File: config.mk
export PLATFORM = sky130hd
export DESIGN_NAME = freq_meter
export DESIGN_NICKNAME = d
export VERILOG_FILES = /design/src/rtl/freq_meter_pkg.sv /design/src/rtl/freq_meter_sync_edge_det.sv /design/src/rtl/freq_meter.sv
export SDC_FILE = /design/constraint.sdc
export NUM_CORES = 1
export LEC_CHECK = 0
export ABC_AREA = 1
export CORE_UTILIZATION = 35
export CTS_CLUSTER_SIZE = 12
export DETAILED_ROUTE_END_ITERATION = 10
export MAX_ROUTING_LAYER = met4
export PLACE_DENSITY = 0.55
export SLEW_MARGIN = 10
export SYNTH_ARGS = -nofsm -noshare
export SYNTH_HDL_FRONTEND = slang
export SYNTH_SLANG_ARGS = --single-unit
File: constraint.sdc
create_clock -name clk_i -period 1.7 [get_ports clk_i]
set_clock_uncertainty 0.1 [all_clocks]
set_input_delay 0.34 -clock clk_i [delete_from_list [all_inputs] [get_ports clk_i]]
set_output_delay 0.34 -clock clk_i [all_outputs]
set_load 0.02 [all_outputs]
File: src/rtl/freq_meter_pkg.sv
// Shared definitions for the frequency meter: FSM state encoding and default sizing.
package freq_meter_pkg;

  localparam int unsigned DefaultWidth      = 16;
  localparam int unsigned DefaultSyncStages = 2;

  typedef enum logic [1:0] {
    StIdle = 2'd0,
    StArm  = 2'd1,
    StMeas = 2'd2
  } meter_state_e;

endpackage

File: src/rtl/freq_meter_sync_edge_det.sv
// Multi-flop synchronizer for an asynchronous input, with a synchronized level and a
// single-cycle rising-edge pulse.
module freq_meter_sync_edge_det
  import freq_meter_pkg::*;
#(
  parameter int unsigned SyncStages = DefaultSyncStages
) (
  input  logic clk_i,
  input  logic rst_i,
  input  logic sig_i,
  output logic level_o,
  output logic rise_o
);

  logic [SyncStages-1:0] sync_q;
  logic                  level_d1_q;

  always_ff @(posedge clk_i) begin
    if (rst_i) begin
      sync_q     <= '0;
      level_d1_q <= 1'b0;
    end else begin
      sync_q     <= {sync_q[SyncStages-2:0], sig_i};
      level_d1_q <= sync_q[SyncStages-1];
    end
  end

  assign level_o = sync_q[SyncStages-1];
  assign rise_o  = sync_q[SyncStages-1] & ~level_d1_q;

endmodule

File: src/rtl/freq_meter.sv
// Measures period and high time of an asynchronous square wave in clock cycles,
// strobing dataout_valid_o once per completed period.
module freq_meter
  import freq_meter_pkg::*;
#(
  parameter int unsigned Width      = DefaultWidth,
  parameter int unsigned SyncStages = DefaultSyncStages
) (
  input  logic             clk_i,
  input  logic             rst_i,
  input  logic             enable_i,
  input  logic             sigin_i,
  output logic [Width-1:0] period_o,
  output logic [Width-1:0] high_time_o,
  output logic             dataout_valid_o,
  output logic             overflow_o
);

  localparam logic [Width-1:0] CntMax = '1;
  localparam logic [Width-1:0] CntOne = {{(Width-1){1'b0}}, 1'b1};

  logic level, rise;

  freq_meter_sync_edge_det #(
    .SyncStages(SyncStages)
  ) u_sync (
    .clk_i  (clk_i),
    .rst_i  (rst_i),
    .sig_i  (sigin_i),
    .level_o(level),
    .rise_o (rise)
  );

  meter_state_e     state_q;
  logic [Width-1:0] cnt_q, hcnt_q;
  logic [Width-1:0] period_q, high_q;
  logic             valid_q, ovf_q;

  always_ff @(posedge clk_i) begin
    if (rst_i) begin
      state_q  <= StIdle;
      cnt_q    <= '0;
      hcnt_q   <= '0;
      period_q <= '0;
      high_q   <= '0;
      valid_q  <= 1'b0;
      ovf_q    <= 1'b0;
    end else begin
      valid_q <= 1'b0;
      if (!enable_i) begin
        state_q <= StIdle;
      end else begin
        unique case (state_q)
          StIdle: state_q <= StArm;
          StArm: begin
            if (rise) begin
              state_q <= StMeas;
              cnt_q   <= CntOne;
              hcnt_q  <= CntOne;
            end
          end
          StMeas: begin
            // A rise on the timeout cycle still closes a valid period of CntMax.
            if (rise) begin
              period_q <= cnt_q;
              high_q   <= hcnt_q;
              valid_q  <= 1'b1;
              ovf_q    <= 1'b0;
              cnt_q    <= CntOne;
              hcnt_q   <= CntOne;
            end else if (cnt_q == CntMax) begin
              state_q <= StArm;
              ovf_q   <= 1'b1;
            end else begin
              cnt_q  <= cnt_q + CntOne;
              hcnt_q <= hcnt_q + {{(Width-1){1'b0}}, level};
            end
          end
          default: state_q <= StIdle;
        endcase
      end
    end
  end

  assign period_o        = period_q;
  assign high_time_o     = high_q;
  assign dataout_valid_o = valid_q;
  assign overflow_o      = ovf_q;

endmodule

==> impl_metrics.ini <==
[status]
status = complete, no violations

[route]
drt-initial-drc-count = 239
drc = 0
vias_per_cell = 4.91
wirelength_mm = 9.80
drt_pass1_iterations = 5
post_drt_wl_per_cell_um = 13.5
ant_nets = 0
num_vias = 3567

[clocking]
clock-root-buffer = clkbuf_8
clkTransAtPathRegs_ns = 0.08
cts_buffer_depth = 2
worstSkewPairLatency_ns = 0.34
cts_setup_buffers = 0
cts_made_buffers = 9
htreeDepth = 3
clkSinkCount = 71
cts_tree = built

[cells_and_area]
n_antenna_cell = 0
fin_util = 0.482
fillerInstances = 993
drive_gt1_frac = 0.212
syn_to_final_growth_pct = 34.2
nNetsFinal = 596
post_layout_nonfiller_instances = 727

[synth]
seq_area_frac_synth = 0.408
syn_inst = 520
netlist_area_sq_um = 3480
ys.flop_type = dfxtp_1
ys_types = 29
synthArstFlopShare = 0
syn_avg_cell_area_sq_um = 6.69
ys_warn_count = 0
synth_edf_count = 0
synth_seq_cells = 71
syn_nets = 527

[critical_path]
worst-path-buf-inv = 1
r2r_cells = 10
crit_type = flop to flop
worstPathArrival_ns = 1.87
r2r-end = cnt_q[0]
crit_path_top_delay_cell = dfxtp_2
critical_path.max_stage_delay_ns = 0.36
cp_cell_sequence = ha_4 > nand2_4 > nor2_4 > nand2_2 > o21ai_2 > nand3_4 > nand2_8 > clkbuf_16 > nand2_2 > a21oi_2
timing.rr.start = cnt_q[0]
cp.required_ns = 1.87
critPathLaunchType = flop
setup.worst_path.end_class = flop
cp_common_cell = nand2_2
crit_fanout = 6
cp_top_family = simple AND/OR/NAND/NOR gates
r2r_slack_ns = 0.0008

[hold_path]
holdPathStages = 2
hp-class = flop to flop
worstHoldEndpoint = u_sync.sync_q[1]
hold_path.startpoint = u_sync.sync_q[0]

[die]
die_y_um = 102
core_area_sq_um = 9680
die_area_sq_um = 10300
row_count = 36
initial_core_util = 0.359
io_pins = 38
die_width_um = 102

[grt]
met3_usage = 0.0248
use_met2 = 0.288
use_met1 = 0.289
grt_pass1_vias = 3180
grt.busiest_layer = met1
grt_pass1_wl_mm = 15.6
overflow = 0
grt.total_usage = 0.199
grt_max_degree = 43
antenna_found_initial = 0

[placement]
hpwl_mm = 6.55
place.gp.congestion = 0.866
placed_cells = 708
io_buffers = 37
place_ws_ns = -0.220

[timing]
max_freq_mhz = 589
tightest_slew_ns = 0.285
period_share = 1.00
rsz0062_at_grt = true
period_minus_slack_ns = 1.70
slew_headroom = 0.809
hold_viol = 0
final_max_slew_viol_count = 0
setup_violations = 0
setup_ws_ns = 0.000828
tns_ns = 0

[pwr]
powerDensity_nw_per_um2 = 715
finalPower_uw = 3340
ir_drop_mv = 0.385
leakagePower_uw = 0.00191

[job]
cap_violations = 0
## flip-flops by register name, summed over array words and instances (netlist names)
register and cells:
state_q 2, overflow_o 1, u_sync.sync_q 2, dataout_valid_o 1
u_sync.level_d1_q 1, high_time_o 16, cnt_q 16, period_o 16
hcnt_q 16
## power breakdown
part / internal [uW] / total, uW / leakage [uW] / switching [uW]
Clock: 687 / 1360 / 0.0000968 / 672
Combinational: 105 / 274 / 0.00124 / 169
Sequential: 1690 / 1700 / 0.000576 / 18.2
Total: 2480 / 3340 / 0.00191 / 859
## cell type report
class	count	area, sq um	area share
clock buffer	10	128	0.0273
clock inverter	6	68.8	0.0147
inverter	49	186	0.0399
multi-input combinational	376	1930	0.413
sequential	71	1430	0.305
tap	133	166	0.0356
timing repair buffer	82	764	0.164
## routing by layer
metal | wire length (um) | vias up
li1 | - | 1828
met3 | 520 | 6
met4 | 69 | 0
met2 | 4180 | 98
met1 | 5020 | 1635
met5 | 0 | -
## worst register-to-register path: stages, from the launching register on
cell	delay, ns
dfxtp_2	0.36
ha_4	0.15
nand2_4	0.06
nor2_4	0.09
nand2_2	0.07
o21ai_2	0.16
nand3_4	0.15
nand2_8	0.15
clkbuf_16	0.17
nand2_2	0.05
a21oi_2	0.12
## cell families (layout without fill, tap and decap cells)
logic type,after synthesis,count (layout),synth area share
AND/OR/NAND/NOR,301,301,0.382
XOR/XNOR,5,5,0.0126
AO/OA/AOI/OAI,67,67,0.0978
flip-flops,71,71,0.408
adder cells (fa/ha/maj),3,3,0.0108
buffers and inverters,73,147,0.0885
## cell usage after synthesis, types with 2 or more instances
cell type | instances | area (sq um)
buf_6 | 4 | 45.0
nor2_1 | 75 | 282
buf_2 | 3 | 15.0
a21oi_1 | 29 | 145
nand4_1 | 6 | 37.5
xor2_1 | 4 | 35.0
nand3_1 | 91 | 455
inv_1 | 44 | 165
o21ai_0 | 33 | 165
nand2_1 | 112 | 420
nand2_2 | 3 | 18.8
nor2_4 | 3 | 33.8
clkbuf_1 | 14 | 52.6
dfxtp_1 | 71 | 1420
nor2_2 | 3 | 18.8
ha_1 | 3 | 37.5
buf_1 | 3 | 11.3
o21ai_1 | 3 | 15.0
nor3_1 | 2 | 10.0
inv_2 | 5 | 18.8
## metrics by stage
step                cell area [sq um]  hold slack (ns)
detailed placement               4250            0.298
floorplan                        3500            0.288
global route                     4670            0.325
CTS                              4400            0.306
finish                           4670            0.294
global placement                 4250            0.294
## worst max-delay path by stage
| stage | startpoint | end | cells past startpoint |
|---|---|---|---|
| after floorplan | cnt_q[1] | hcnt_q[10] | 11 |
| after global placement | enable_i | period_o[3] | 7 |
| after detailed placement | enable_i | period_o[6] | 7 |
| after CTS | cnt_q[1] | cnt_q[12] | 9 |
| after global routing | cnt_q[11] | cnt_q[0] | 9 |
| final | cnt_q[0] | cnt_q[0] | 10 |
## layout by cell type, fill, tap and decap left out, types with 2 or more instances in the layout
| cell | netlist | layout |
|---|---|---|
| inv_1 | 44 | 43 |
| nand2_2 | 3 | 21 |
| buf_12 | 0 | 3 |
| clkbuf_8 | 0 | 9 |
| nand2_4 | 1 | 2 |
| o21ai_1 | 3 | 4 |
| buf_6 | 4 | 5 |
| a21oi_2 | 0 | 12 |
| clkinv_4 | 0 | 2 |
| nor2_4 | 3 | 6 |
| nand3_1 | 91 | 89 |
| dfxtp_1 | 71 | 67 |
| clkdlybuf4s50_1 | 0 | 3 |
| nand2_1 | 112 | 92 |
| nor2_2 | 3 | 7 |
| inv_2 | 5 | 5 |
| xor2_1 | 4 | 4 |
| dlygate4sd2_1 | 0 | 34 |
| nor2_1 | 75 | 68 |
| clkbuf_16 | 0 | 2 |
| nand3_2 | 1 | 2 |
| dfxtp_2 | 0 | 4 |
| buf_4 | 0 | 34 |
| nand4_1 | 6 | 6 |
| nor3_1 | 2 | 2 |
| o21ai_0 | 33 | 32 |
| a21oi_1 | 29 | 17 |
## timing repair
item / 4_1_cts / 5_1_grt
endpoints found under the hold margin: 0 / 0
hold buffers: 0 / 0
resized for setup: 34 / 63
cloned: 0 / 3
pin swaps: 1 / 10
setup endpoints to repair: 35 / 60
(Power assumes the default switching activity.)
